## config.mk

```make
export PLATFORM = sky130hd
export DESIGN_NAME = rf_write_arbiter
export DESIGN_NICKNAME = d
export VERILOG_FILES = /design/src/rtl/rf_write_arbiter.sv
export SDC_FILE = /design/constraint.sdc
export NUM_CORES = 1
export LEC_CHECK = 0
export CORE_MARGIN = 4
export CORE_UTILIZATION = 40
export CTS_BUF_LIST = sky130_fd_sc_hd__clkbuf_4
export DETAILED_ROUTE_END_ITERATION = 16
export GPL_TIMING_DRIVEN = 0
export PLACE_DENSITY = 0.78
export SKIP_LAST_GASP = 1
export SLEW_MARGIN = 30
export SYNTH_ARGS = -nofsm -noshare
export SYNTH_HDL_FRONTEND = slang
export SYNTH_SLANG_ARGS = --single-unit
export TNS_END_PERCENT = 5
```

## constraint.sdc

```tcl
create_clock -name clk -period 3.6 [get_ports clk]
set_input_delay 0.72 -clock clk [delete_from_list [all_inputs] [get_ports clk]]
set_output_delay 0.72 -clock clk [all_outputs]
set_load 0.02 [all_outputs]
```

## src/rtl/rf_write_arbiter.sv

```systemverilog
// Register-file write-port arbiter: core writeback has priority, memory load returns
// queue in a small FIFO, are drained into idle cycles, and are forwarded to the read ports.
module rf_write_arbiter #(
  parameter int DEPTH      = 2,
  parameter int STARVE_MAX = 4
) (
  input  logic        clk,
  input  logic        reset,
  input  logic        core_we,
  input  logic [4:0]  core_rd,
  input  logic [31:0] core_wdata,
  input  logic        mem_valid,
  input  logic [4:0]  mem_rd,
  input  logic [31:0] mem_wdata,
  output logic        mem_ready,
  output logic        rf_we,
  output logic [4:0]  rf_waddr,
  output logic [31:0] rf_wdata,
  input  logic [4:0]  rd_addr1,
  input  logic [4:0]  rd_addr2,
  output logic        fwd_hit1,
  output logic        fwd_hit2,
  output logic [31:0] fwd_data1,
  output logic [31:0] fwd_data2,
  output logic        core_stall,
  output logic        busy
);

  localparam int PW = $clog2(DEPTH);
  localparam int CW = $clog2(DEPTH + 1);
  localparam int SW = $clog2(STARVE_MAX + 1);

  logic [DEPTH-1:0] vld_q, vld_d;
  logic [4:0]       rd_q   [DEPTH];
  logic [31:0]      data_q [DEPTH];
  logic [PW-1:0]    wptr_q, rptr_q;
  logic [CW-1:0]    count_q;
  logic [SW-1:0]    starve_q, starve_d;

  logic active, nonempty, head_v, cw, push, pop;

  assign active     = ~reset;
  assign nonempty   = (count_q != '0);
  assign head_v     = vld_q[rptr_q];
  assign core_stall = active & (starve_q == SW'(STARVE_MAX));
  assign cw         = active & core_we & ~core_stall & (core_rd != 5'd0);
  assign mem_ready  = active & (count_q != CW'(DEPTH));
  assign push       = mem_valid & mem_ready & (mem_rd != 5'd0);
  assign pop        = active & ~cw & nonempty;
  assign busy       = active & nonempty;

  always_comb begin
    rf_we    = 1'b0;
    rf_waddr = 5'd0;
    rf_wdata = 32'd0;
    if (cw) begin
      rf_we    = 1'b1;
      rf_waddr = core_rd;
      rf_wdata = core_wdata;
    end else if (pop && head_v) begin
      rf_we    = 1'b1;
      rf_waddr = rd_q[rptr_q];
      rf_wdata = data_q[rptr_q];
    end
  end

  // A valid bit only ever marks an occupied slot, so scanning oldest to youngest
  // and letting later matches override yields the youngest pending write.
  always_comb begin
    logic [PW-1:0] idx;
    fwd_hit1  = 1'b0;
    fwd_hit2  = 1'b0;
    fwd_data1 = 32'd0;
    fwd_data2 = 32'd0;
    for (int i = 0; i < DEPTH; i++) begin
      idx = rptr_q + PW'(i);
      if (active && vld_q[idx] && rd_addr1 != 5'd0 && rd_q[idx] == rd_addr1) begin
        fwd_hit1  = 1'b1;
        fwd_data1 = data_q[idx];
      end
      if (active && vld_q[idx] && rd_addr2 != 5'd0 && rd_q[idx] == rd_addr2) begin
        fwd_hit2  = 1'b1;
        fwd_data2 = data_q[idx];
      end
    end
  end

  // The core write is younger than anything already stored; the slot being
  // filled this cycle is set after the kill so a same-cycle return survives.
  always_comb begin
    vld_d = vld_q;
    if (cw) begin
      for (int i = 0; i < DEPTH; i++) begin
        if (rd_q[i] == core_rd) vld_d[i] = 1'b0;
      end
    end
    if (pop)  vld_d[rptr_q] = 1'b0;
    if (push) vld_d[wptr_q] = 1'b1;
  end

  always_comb begin
    starve_d = starve_q;
    if (!nonempty || pop) starve_d = '0;
    else if (head_v && cw && starve_q != SW'(STARVE_MAX)) starve_d = starve_q + SW'(1);
  end

  always_ff @(posedge clk) begin
    if (reset) begin
      vld_q    <= '0;
      wptr_q   <= '0;
      rptr_q   <= '0;
      count_q  <= '0;
      starve_q <= '0;
      for (int i = 0; i < DEPTH; i++) begin
        rd_q[i]   <= 5'd0;
        data_q[i] <= 32'd0;
      end
    end else begin
      vld_q    <= vld_d;
      starve_q <= starve_d;
      if (push) begin
        rd_q[wptr_q]   <= mem_rd;
        data_q[wptr_q] <= mem_wdata;
        wptr_q         <= wptr_q + PW'(1);
      end
      if (pop) rptr_q <= rptr_q + PW'(1);
      case ({push, pop})
        2'b10:   count_q <= count_q + CW'(1);
        2'b01:   count_q <= count_q - CW'(1);
        default: count_q <= count_q;
      endcase
    end
  end

endmodule

```

[Word-level counts from Yosys, hierarchy flattened]
Memories as Yosys holds them, arrays and structs flattened. A register that Yosys moved wholly into a read port is not among the register bits.
Index checks and enable logic that the tools add are counted.
Word-level totals
  register bits: 9
  bits in writable memories: 74
  input port bits: 88
  output and inout bits: 107
  word-level logic and storage cells: 113
  memories kept: 2
Memory list
  data_q: words 2, width 32, rd ports 2, clocked after Yosys merged registers in 1, write ports 2, RTL line 35  | logic [31:0] data_q [DEPTH];
  rd_q: words 2, width 5, rd ports 4, clocked after Yosys merged registers in 1, write ports 2, RTL line 34  | logic [4:0] rd_q [DEPTH];
Operators by class
  add/subtract/negate cells: 5
  order comparisons: 5
  eq/ne operators: 11
  mux-type cells: 43
  bitwise operators: 16
  reductions and logical operators: 26
Operator list (count)
  32-bit 2-to-1 mux: 7
  32-bit OR reduction: 1
  5-bit equality test: 6
  1-bit 2-to-1 mux: 27
  5-bit nonzero test: 4
  1-bit logical AND: 15
  5-bit 2-to-1 mux: 3
  1-bit bitwise AND: 10
  1-bit by 2-bit < comparator with 1-bit output, second input constant: 3
  2-bit 2-to-1 mux: 3
  5-bit OR reduction: 1
  2-bit one-hot mux with 2 select lines: 1
  2-bit nonzero test: 2
  3-bit by 1-bit adder with 3-bit output, second input constant: 1
  3-bit equality test, second input constant: 1
  3-bit inequality test, second input constant: 1
  1-bit inverter: 3
  1-bit adder, second input constant: 2
  2-bit by 1-bit adder with 2-bit output, second input constant: 1
  2-bit bitwise AND: 1
  1-bit demux with 1-bit select: 2
  2-bit by 1-bit equality test with 1-bit output, second input constant: 1
  2-bit equality test, second input constant: 1
  1-bit >= comparator, second input constant: 2
  7 further kinds: 7

[Logic depth before layout (Yosys ltp)]
  depth in word-level cells: 11
  gate-level depth with buffers: 10
  depth with buffers taken out: 7

[Worst setup path before layout]
OpenSTA, ideal clock, no wires.
  path kind: in2reg
  start point: input port mem_rd[1]
  end point: memory data_q[0][0], enable pin
  library setup time: 0.511 ns
  arrival time: 2.487 ns
  data required time: 3.089 ns
  setup slack: 0.602 ns
  stages on the path: 6
  buffers on the path: 1
  path through: or4_1 -> o21ai_0 -> nor4_1 -> clkbuf_1 -> inv_1 -> nand2_1
RTL lines
  start, declared: RTL line 13  | input logic [4:0] mem_rd,
  end, declared: RTL line 35

[Final worst setup path]
  start point: input port rd_addr2[1]
  end point: output port fwd_hit2
Between the ends
  cells in the longest elaborated chain, start to end: 5
  elaborated cells between the ends (all ways): 9
  classes of those cells: eq/ne: 2; mux: 2; reduce/logical: 5
RTL lines
  start, declared: RTL line 20  | input logic [4:0] rd_addr2,
  5-bit nonzero test: RTL line 81  | if (active && vld_q[idx] && rd_addr2 != 5'd0 && rd_q[idx] == rd_addr2) begin
  1-bit logical AND (2 in a row): RTL line 81
  1-bit 2-to-1 mux: RTL line 81
  1-bit 2-to-1 mux (*): RTL line 81
  end, declared: RTL line 22  | output logic fwd_hit2,
Mark *: on every way between the ends. The rest lies on a longest branch, timed or not.

==> impl_results.md <==
- Share of cells above drive strength 1: 0.0941
- CP endpoint kind: output port
- Tmin final: 3850 ps
- Clock Skew: 15.6 ps
- Syn Inst Count: 592
- Synth Warn #: 0
- Io pins: 195
- Root buffer cell: clkbuf_4
- Vias in the first global route: 5662
- Final period util: 1.07
- Sw power: 700 uW
- Layout area overhead: 40.7%
- Slowest CP cell: clkdlybuf4s50_1
- Syn_nets: 682
- Core Footprint: 14700 um^2
- Crit-path most repeated cell: clkdlybuf4s50_1
- Total wire length: 20200 um
- Worst-path cell chain: clkdlybuf4s50_1 > xor2_1 > nand4_1 > or4_1 > buf_2 > buf_6 > nand2_1 > clkdlybuf4s50_1
- Post-synthesis sequential area ratio: 0.399
- Drt first pass iters: 5
- Synthesized flop and latch total: 84
- CTS Buffer Depth: 2
- Post-Syn Area: 6080 um^2
- Final Net Count: 893
- Clock Power Share: 0.278
- Relative slew slack: 0.455
- Final setup violation count: 88
- RSZ-0062 raised after global routing: yes
- Count leader, synth: mux2i_1
- Row count: 44
- Hold Path Class: flip-flop to flip-flop
- Synth top area share: 0.366
- Switching Fraction: 0.285
- Worst EP arrival: 3130 ps
- Internal: 1760 uW
- CTS Buf Count: 9
- R2r setup slk: 1070 ps
- CTS tree: built
- Worst Setup Start Kind: input port
- Hold Vio Cnt, Final: 0
- Worst r2r src: count_q[0]
- Violated checks: setup timing
- Clk Latency, worst-skew pair: 450 ps
- Syn avg cell area: 10.3 um^2
- Fmax: 0.259 GHz
- First-pass GRT wire length: 30900 um
- All-layer global routing usage: 0.226
- Chip height: 131 um
- Post-DRT Antenna Nets: 0
- Top cells by count, synth: 137 x mux2i_1, 75 x and2_1, 74 x edfxtp_1
- Final Core Density: 0.582
- Worst R2R Path Depth: 6
- Cell area power density: 288 nW/um^2
- Crit-path max FO: 10
- Crit. Startpoint: rd_addr2[1]
- Via count: 5449
- Final setup margin: -254 ps
- Worst setup path end: fwd_hit2
- P_leak: 0.00381 uW
- Post-synth EDFFs: 74
- Data required, critical path: 2880 ps
- 1st-iter DRT viols: 277
- Clock net sink count: 84
- Max Cap Violations: 0
- IO buf count: 194
- Chip width: 131 um
- Post-synth ARST share: 0
- Remaining global-route overflow: 0
- Kind of critical path: input port to output port
- Seq pwr share: 0.471
- Initial antenna violation count: 0
- Slowest Stage Delay on Critical Path: 600 ps
- Reg2Reg Capture Point: data_q[1][6]
- Initial Utilization: 0.413
- Hold-fix buffers, CTS: 0
- Final Max Slew Viols: 0
- Status: finished, violations left
- Max VDD drop: 0.198 mV
- Worst-Margin Slew: 817 ps
- Part of the power in combinational logic: 0.251
- Htree depth: 3
- Largest net degree at the start of global routing: 38
- Ys flop type: edfxtp_1
- Total power: 2460 uW
- Routed len/inst: 20.3 um
- Vias per cell: 5.49
- Top cells by area, synth: edfxtp_1 37%, mux2i_1 23%, and2_1 7.7%, nand3b_1 7.7%, dfxtp_1 3.3%
- Die Area: 17200 um^2
- Distinct cells, synth: 38
- Cell taking the most area after synthesis: edfxtp_1
- Clk pin slew, worst setup/hold paths: 130 ps
- Hold slack: 498 ps
- Post-route DRC: 0
- Placer Congestion: 0.846
- Dpl hpwl: 14900 um
-- power by group through the flow --
stage	Combinational, uW	Sequential [uW]	Clock, uW
floorplan	331	1170	0
global placement	577	1180	0
detailed placement	596	1180	0
CTS	611	1160	687
global route	657	1170	720
finish	617	1160	682
-- through the flow --
step | setup WS [ps] | cell area, um^2 | TNS [ps] | instances
2_1_floorplan | 602 | 6080 | 0 | 592
3_3_place_gp | -1240 | 8250 | -96170 | 970
3_5_place_dp | -1300 | 8280 | -72830 | 971
4_1_cts | -275 | 8510 | -15130 | 991
5_1_grt | -358 | 8550 | -23630 | 992
6_report | -254 | 8550 | -13940 | 993
-- registers in the layout (all words and copies together) (netlist names), named ones only --
signal and cells:
wptr_q 1, rptr_q 1, count_q 2, data_q 64, starve_q 3, rd_q 10
vld_q 2
-- worst max-delay path, delay by kind of cell --
kind / cells / cell delay (ps)
buffers and inverters: 4 / 1550
xor gates and xnor gates: 1 / 190
and+or+nand+nor: 3 / 680
-- metal layers --
| layer | vias to the layer above | share of wire | wire length [um] | track usage |
|---|---|---|---|---|
| met3 | 30 | 0.066 | 1320 | 0.0420 |
| met1 | 2639 | 0.43 | 8610 | 0.282 |
| met2 | 227 | 0.49 | 9800 | 0.394 |
| met4 | 0 | 0.023 | 456 | 0.0793 |
| li1 | 2553 | - | - | - |
| met5 | - | 0 | 0 | 0 |
-- how the worst min path moves through the flow --
| stage | depth (start not counted) | end | slack [ps] | start |
|---|---|---|---|---|
| global placement | 2 | wptr_q | 450 | wptr_q |
| global route | 2 | wptr_q | 540 | wptr_q |
| floorplan | 2 | wptr_q | 450 | wptr_q |
| CTS | 2 | wptr_q | 490 | wptr_q |
| detailed placement | 2 | wptr_q | 480 | wptr_q |
| finish | 2 | wptr_q | 500 | wptr_q |
-- cell usage in the layout (no fill, tap or decap), types with 3 or more instances in the layout --
cell type and instances:
mux2_2 3, dfxtp_1 10, edfxtp_1 74, clkbuf_1 11, o21ai_1 3, xor2_1 17
nor2_1 13, clkbuf_8 3, clkbuf_2 3, buf_2 12, nand2_1 49, o211ai_1 3
dlymetal6s2s_1 5, inv_1 4, mux2i_1 133, dlygate4sd2_1 71, nand3b_1 62, a21oi_1 3
mux2i_2 4, buf_1 4, buf_6 8, clkdlybuf4s50_1 113, clkbuf_4 12, and2_1 74
o21ai_0 36, or4_1 5, bufinv_16 3, clkdlybuf4s15_2 3, buf_4 7, nand3_1 4
xnor2_1 16
-- cell type report --
type / instances / area (um^2)
Multi-Input combinational cell: 457 / 3440
Timing Repair Buffer: 201 / 1960
Buffer: 45 / 295
Tap cell: 184 / 230
Inverter: 5 / 18.8
Antenna cell: 1 / 2.50
Clock buffer: 9 / 67.6
Sequential cell: 84 / 2420
Clock inverter: 7 / 115
Fill cell: 1260 / 6150
-- kinds of logic (layout without fill, tap and decap cells) --
family,Yosys count,count (layout),synth area share
and+or+nand+nor,225,225,0.221
muxes,140,140,0.231
DFF,84,84,0.399
AOI/OAI and AO/OA,57,57,0.0533
buffers and inverters,51,267,0.0437
xor gates and xnor gates,33,33,0.0476
adders and majority gates,2,2,0.00412
other,0,1,0
-- timing repair --
| action | 4_1_cts | 5_1_grt |
|---|---|---|
| pin swaps | 4 | 1 |
| gates resized for setup | 122 | 11 |
| setup buffers | 5 | 0 |
| endpoints found under the setup margin | 104 | 104 |
Power figures use the tool's default switching activity.
